### config.mk
export PLATFORM = sky130hd
export DESIGN_NAME = i2s_rx_fifo
export DESIGN_NICKNAME = d
export VERILOG_FILES = /design/src/rtl/i2s_rx_fifo.sv
export SDC_FILE = /design/constraint.sdc
export NUM_CORES = 1
export LEC_CHECK = 0
export CORE_ASPECT_RATIO = 1.2
export CORE_MARGIN = 4
export CORE_UTILIZATION = 45
export DETAILED_ROUTE_END_ITERATION = 10
export GPL_ROUTABILITY_DRIVEN = 0
export PLACE_DENSITY_LB_ADDON = 0.3
export SKIP_CTS_REPAIR_TIMING = 1
export SLEW_MARGIN = 20
export SYNTH_ARGS = -nofsm -noshare
export SYNTH_HDL_FRONTEND = slang
export SYNTH_SLANG_ARGS = --single-unit
### constraint.sdc
create_clock -name HCLK -period 6.1 [get_ports HCLK]
set_clock_uncertainty 0.2 [all_clocks]
set_input_delay 1.83 -clock HCLK [delete_from_list [all_inputs] [get_ports HCLK]]
set_output_delay 1.83 -clock HCLK [all_outputs]
set_load 0.005 [all_outputs]
### src/rtl/i2s_rx_fifo.sv
// -----------------------------------------------------------------------------
// i2s_rx_fifo
//
// I2S receive front end for a mono (left-slot) microphone, plus a small
// show-ahead sample FIFO read by the AHB-lite I2S wrapper.
//
// The block is the I2S bus master. It generates SCK and WS from HCLK and
// captures SD MSB-first during the left slot only. Each completed sample is
// sign-extended to 32 bits and pushed into the FIFO. The FIFO head is always
// visible on rd_data.
//
// Parameters
//   DEPTH        FIFO entries; a power of two from 2 to 16.
//   SAMPLE_BITS  captured bits per sample, 1..31.
//
// Ports
//   HCLK      in   sole clock; all state changes on its rising edge
//   HRESETn   in   asynchronous active-low reset
//   en        in   capture enable; while low the I2S side is held idle
//   clk_div   in   SCK divider; SCK period = 2*(clk_div+1) HCLK cycles.
//                  Change it only while en=0.
//   SD        in   I2S serial data from the microphone
//   SCK       out  I2S bit clock (registered)
//   WS        out  I2S word select (registered); 0 selects the left slot
//   rd_en     in   pop request; ignored while the FIFO is empty
//   rd_data   out  FIFO head sample, sign-extended; 0 while empty
//   empty     out  FIFO holds no samples
//   full      out  FIFO holds DEPTH samples
//   level     out  FIFO occupancy, 0..DEPTH
//   flush     in   synchronous FIFO clear; wins over a same-cycle push/pop
//   overflow  out  sticky flag: a sample was dropped because the FIFO was full
//   clr_ovf   in   clears overflow; a same-cycle overflow event wins
// -----------------------------------------------------------------------------
module i2s_rx_fifo #(
    parameter int DEPTH       = 8,
    parameter int SAMPLE_BITS = 24
) (
    input  logic        HCLK,
    input  logic        HRESETn,
    input  logic        en,
    input  logic [7:0]  clk_div,
    input  logic        SD,
    output logic        SCK,
    output logic        WS,
    input  logic        rd_en,
    output logic [31:0] rd_data,
    output logic        empty,
    output logic        full,
    output logic [4:0]  level,
    input  logic        flush,
    output logic        overflow,
    input  logic        clr_ovf
);

    // Pointer width. DEPTH is a power of two, so the pointers wrap by
    // themselves at the end of the array.
    localparam int AW = (DEPTH > 1) ? $clog2(DEPTH) : 1;

    // The shift register keeps the bits that arrived before the current
    // one. The current SD bit is appended on the fly. This lets the push
    // use the word that includes the last bit in the same cycle it is
    // sampled.
    localparam int SW = (SAMPLE_BITS > 1) ? (SAMPLE_BITS - 1) : 1;

    localparam logic [5:0] LAST_BIT  = 6'(SAMPLE_BITS);
    localparam logic [4:0] DEPTH_LVL = 5'(DEPTH);

    // -------------------------------------------------------------------------
    // I2S timing and capture state
    // -------------------------------------------------------------------------
    logic [7:0]    div_cnt_q, div_cnt_d;
    logic          sck_q, sck_d;
    logic          ws_q, ws_d;
    logic [5:0]    bit_cnt_q, bit_cnt_d;
    logic [SW-1:0] shift_q, shift_d;

    logic          sck_rise;       // this cycle's SCK toggle is 0 -> 1
    logic          sck_fall;       // this cycle's SCK toggle is 1 -> 0
    logic          capture_slot;   // bit_cnt points at a sample bit of the left slot
    logic          push;           // a completed sample is available this cycle

    logic [SAMPLE_BITS-1:0] shift_in;   // completed bits including this cycle's SD
    logic [31:0]            push_word;  // shift_in sign-extended to 32 bits

    generate
        if (SAMPLE_BITS > 1) begin : g_shift_wide
            assign shift_in = {shift_q, SD};
        end else begin : g_shift_single
            assign shift_in = SD;
        end
    endgenerate

    // Replicate the sample MSB into the upper bits of the word.
    generate
        for (genvar gi = 0; gi < 32; gi++) begin : g_sext
            if (gi < SAMPLE_BITS) begin : g_data
                assign push_word[gi] = shift_in[gi];
            end else begin : g_sign
                assign push_word[gi] = shift_in[SAMPLE_BITS-1];
            end
        end
    endgenerate

    // Bit 0 of the left slot is the I2S one-bit delay, so it is skipped.
    // Bits past the sample width and the whole right slot are ignored.
    assign capture_slot = (bit_cnt_q[5] == 1'b0)
                        && (bit_cnt_q != 6'd0)
                        && (bit_cnt_q <= LAST_BIT);

    always_comb begin : serial_next
        div_cnt_d = div_cnt_q;
        sck_d     = sck_q;
        ws_d      = ws_q;
        bit_cnt_d = bit_cnt_q;
        shift_d   = shift_q;
        sck_rise  = 1'b0;
        sck_fall  = 1'b0;
        push      = 1'b0;

        if (!en) begin
            // Idle bus. Any partial word is discarded. The first toggle
            // after re-enable is then a rising edge at bit_cnt 0, which is
            // the delay bit.
            div_cnt_d = '0;
            sck_d     = 1'b0;
            ws_d      = 1'b0;
            bit_cnt_d = '0;
            shift_d   = '0;
        end else begin
            if (div_cnt_q == clk_div) begin
                div_cnt_d = '0;
                sck_d     = ~sck_q;
                sck_rise  = ~sck_q;
                sck_fall  = sck_q;
            end else begin
                div_cnt_d = div_cnt_q + 8'd1;
            end

            // WS is updated together with the falling SCK edge that moves
            // bit_cnt into the new slot, so it always equals bit_cnt[5].
            if (sck_fall) begin
                bit_cnt_d = bit_cnt_q + 6'd1;
                ws_d      = bit_cnt_d[5];
            end

            if (sck_rise && capture_slot) begin
                shift_d = shift_in[SW-1:0];
                if (bit_cnt_q == LAST_BIT) begin
                    push = 1'b1;
                end
            end
        end
    end

    always_ff @(posedge HCLK or negedge HRESETn) begin : serial_regs
        if (!HRESETn) begin
            div_cnt_q <= '0;
            sck_q     <= 1'b0;
            ws_q      <= 1'b0;
            bit_cnt_q <= '0;
            shift_q   <= '0;
        end else begin
            div_cnt_q <= div_cnt_d;
            sck_q     <= sck_d;
            ws_q      <= ws_d;
            bit_cnt_q <= bit_cnt_d;
            shift_q   <= shift_d;
        end
    end

    assign SCK = sck_q;
    assign WS  = ws_q;

    // -------------------------------------------------------------------------
    // Sample FIFO
    // -------------------------------------------------------------------------
    logic [31:0]   mem_q [DEPTH];
    logic [AW-1:0] wr_ptr_q, wr_ptr_d;
    logic [AW-1:0] rd_ptr_q, rd_ptr_d;
    logic [4:0]    level_q, level_d;
    logic          ovf_q, ovf_d;

    logic          do_pop;     // pop accepted this cycle
    logic          push_ok;    // push that will be written this cycle
    logic          ovf_event;  // push dropped because the FIFO is full
    logic          mem_we;

    assign empty = (level_q == 5'd0);
    assign full  = (level_q == DEPTH_LVL);

    assign do_pop = rd_en & ~empty;

    // A pop in the same cycle frees the slot, so a push is accepted even
    // when the FIFO is full.
    assign push_ok = push & (~full | do_pop);

    // A flush discards the incoming sample, but that is not counted as an
    // overflow.
    assign ovf_event = push & full & ~do_pop & ~flush;

    always_comb begin : fifo_next
        wr_ptr_d = wr_ptr_q;
        rd_ptr_d = rd_ptr_q;
        level_d  = level_q;
        mem_we   = 1'b0;
        ovf_d    = ovf_q;

        if (flush) begin
            wr_ptr_d = '0;
            rd_ptr_d = '0;
            level_d  = '0;
        end else begin
            if (push_ok) begin
                mem_we   = 1'b1;
                wr_ptr_d = wr_ptr_q + AW'(1);
            end
            if (do_pop) begin
                rd_ptr_d = rd_ptr_q + AW'(1);
            end
            if (push_ok && !do_pop) begin
                level_d = level_q + 5'd1;
            end else if (!push_ok && do_pop) begin
                level_d = level_q - 5'd1;
            end
        end

        // A new overflow in the same cycle wins over a clear.
        if (ovf_event) begin
            ovf_d = 1'b1;
        end else if (clr_ovf) begin
            ovf_d = 1'b0;
        end
    end

    always_ff @(posedge HCLK or negedge HRESETn) begin : fifo_regs
        if (!HRESETn) begin
            wr_ptr_q <= '0;
            rd_ptr_q <= '0;
            level_q  <= '0;
            ovf_q    <= 1'b0;
        end else begin
            wr_ptr_q <= wr_ptr_d;
            rd_ptr_q <= rd_ptr_d;
            level_q  <= level_d;
            ovf_q    <= ovf_d;
        end
    end

    // Storage has no reset. The head is masked to zero while the FIFO is
    // empty, so stale or uninitialised entries never show on rd_data.
    always_ff @(posedge HCLK) begin : fifo_mem
        if (mem_we) begin
            mem_q[wr_ptr_q] <= push_word;
        end
    end

    assign rd_data  = empty ? 32'd0 : mem_q[rd_ptr_q];
    assign level    = level_q;
    assign overflow = ovf_q;

endmodule

==> results_dict.tcl <==
set metrics [dict create \
    grt_pass1_vias 5365 \
    vias 4895 \
    grt.overflow.total 0 \
    cpPeakStageDelay_ns 0.92 \
    cts.clk_slew.worst_paths_ns 0.06 \
    fin_crit_sh_pct 82.6 \
    power_density_nw_per_um2 268 \
    max_cap_violations 0 \
    period_minus_slack_ns 5.04 \
    design.die.area_um2 24600 \
    wl_per_cell_um 20.1 \
    yosysSeqAreaShare_pct 70.4 \
    antenna_found_initial 0 \
    crit_start "rd_ptr_q[0]" \
    ant_nets 0 \
    slew_viol_final 0 \
    yosys.area.top_type_share_pct 57.9 \
    numClockSinks 242 \
    pwr-share-comb_pct 1.1 \
    final.setup.worst_slack_ns 1.06 \
    ys_ff_latch 242 \
    cts_max_path_buffers 3 \
    hp-start "overflow" \
    crit_type "reg -> out" \
    power.internal_mw 2.50 \
    synth_top_area_cell "edfxtp_1" \
    route.detailed.vias_per_inst 5.37 \
    synth_area_leaders "edfxtp_1, dfrtp_1, mux4_2" \
    rsz0062_at_grt "false" \
    mostFrequentLayoutCell "edfxtp_1" \
    synth.distinct_cells 43 \
    status "complete, no violations" \
    clockRootBuffer "clkbuf_16" \
    grt_max_degree 39 \
    die_h_um 171 \
    hold_violations 0 \
    num_antenna_cells 0 \
    netlist_area_um2 9960 \
    drt-total-wl_um 18300 \
    tritoncts "built" \
    crit_required_ns 4.07 \
    pin_count 57 \
    synth-edff-count 192 \
    worstPathCellList "buf_4 -> mux4_2 -> mux2i_1 -> nor2_1 -> clkdlybuf4s50_1" \
    critPathSlowestCell "dfrtp_4" \
    sw_frac_of_total_pct 18.9 \
    crit_fanout 38 \
    hpwl_um 11100 \
    switching_power_mw 0.585 \
    fp.dieW_um 144 \
    initialDrtViolationCount 288 \
    leakage_nw 4.17 \
    portBuffers 56 \
    hold_path.class "reg -> reg" \
    synthCells 558 \
    worstReg2RegStart "bit_cnt_q[0]" \
    pre_cts_ws_ns 1.02 \
    worstMarginPinSlew_ns 0.852 \
    p_seq_share_pct 57.2 \
    power.share.clock_pct 41.7 \
    final.setup.tns_ns 0 \
    async_flop_share_pct 20.7 \
    grt_pass1_wl_um 29600 \
    synthFlopType "edfxtp_1" \
    syn_avg_cell_area_um2 17.9 \
    initial_core_util_pct 45.9 \
    clock_latency_ns 0.49 \
    endpoint_kind "output port" \
    drc 0 \
    num_rows 59 \
    cts_made_buffers 23 \
    timing.fmax_mhz 198 \
    drive_above_1_share_pct 18.8 \
    syn_nets 583 \
    ir_drop_mv 0.191 \
    area_growth_syn_to_layout_pct 15.8 \
    final_nets 646 \
    start_kind "flop" \
    track_usage_pct 15.5 \
    slew_headroom_pct 43.2 \
    final_cell_mix "edfxtp_1, clkdlybuf4s50_1, mux2i_1, dfrtp_1, mux4_2" \
    core_um2 21700 \
    firstDrtPassIters 4 \
    cts_max_level 1 \
    setup_viol 0 \
    yosysWarnings 0 \
    cp.arrival_ns 3.01 \
]
-- worst max-delay path: cells and delay by family, from the launching register on --
family	cells	cell delay, ns
DFF	1	0.92
and+or+nand+nor	1	0.07
muxes	2	0.68
buffers and inverters	2	0.82
-- stage by stage --
step / power (mW) / instances / util [%] / instance area [µm²] / hold slack [ns]
after CTS: 3.12 / 911 / 53.2 / 11500 / 0.341
after floorplan: 1.81 / 558 / - / 9960 / 0.301
after global placement: 1.83 / 870 / 50.0 / 10800 / 0.325
after detailed placement: 1.84 / 870 / 50.0 / 10800 / 0.328
final: 3.09 / 911 / 53.2 / 11500 / 0.332
after global routing: 3.20 / 911 / 53.2 / 11500 / 0.395
-- cell usage after synthesis, drive strengths merged, types with 6 or more instances --
cell,n
and2,6
buf,18
clkbuf,16
dfrtp,50
edfxtp,192
ha,9
mux2i,53
mux4,48
nand2,9
nand3,12
nor2,54
nor2b,24
xnor2,6
xor2,19
-- registers in the layout, summed over array words and instances, names as in the netlist --
| signal | flops |
|---|---|
| SCK | 1 |
| WS | 1 |
| bit_cnt_q | 5 |
| div_cnt_q | 8 |
| level | 5 |
| mem_q | 192 |
| overflow | 1 |
| rd_ptr_q | 3 |
| shift_q | 23 |
| wr_ptr_q | 3 |
-- path summary, 6_finish.rpt --
path	endpoint	slack [ns]	cells after the start
worst max-delay path	rd_data[12]	1.06	5
worst min-delay path	overflow	0.33	2
worst max register to register	level[4]	2.60	12
worst min register to register	overflow	0.33	2
max in group asynchronous	rd_ptr_q[0]	3.72	2
min in group asynchronous	bit_cnt_q[2]	1.11	1
-- routing by layer --
layer  global-route usage, %  wire, µm  up-vias
li1                        -         -     2252
met1                    20.4      7500     2515
met2                    27.7      9700      104
met3                    2.29       796       24
met4                    3.40       286        0
met5                       0         0        -
-- cell families (layout without fill, tap and decap cells) --
group                    Yosys count  in the layout  share of synthesized area (%)
AO/OA/AOI/OAI                     12             12                          0.854
XOR/XNOR                          25             25                           2.20
adder cells (fa/ha/maj)           10             10                           1.33
buffers and inverters             39            118                           2.00
flip-flops                       242            242                           70.4
multiplexers                     101            101                           16.3
AND/OR/NAND/NOR                  129            129                           6.87
-- power groups by stage --
stage          clock network [mW]  registers (mW)  logic [mW]
3_5_place_dp                    0            1.80      0.0354
6_report                     1.29            1.77      0.0343
3_3_place_gp                    0            1.80      0.0338
5_1_grt                      1.40            1.76      0.0387
2_1_floorplan                   0            1.80      0.0135
4_1_cts                      1.32            1.77      0.0352
-- area by class of cell --
type,instances,area (µm²)
Clock inverter,14,70.1
Fill cell,1725,10200
Tap cell,274,343
Sequential cell,242,7020
Inverter,5,18.8
Clock buffer,27,621
Multi-Input combinational cell,277,2780
Timing Repair Buffer,72,688
(Power assumes the default switching activity.)
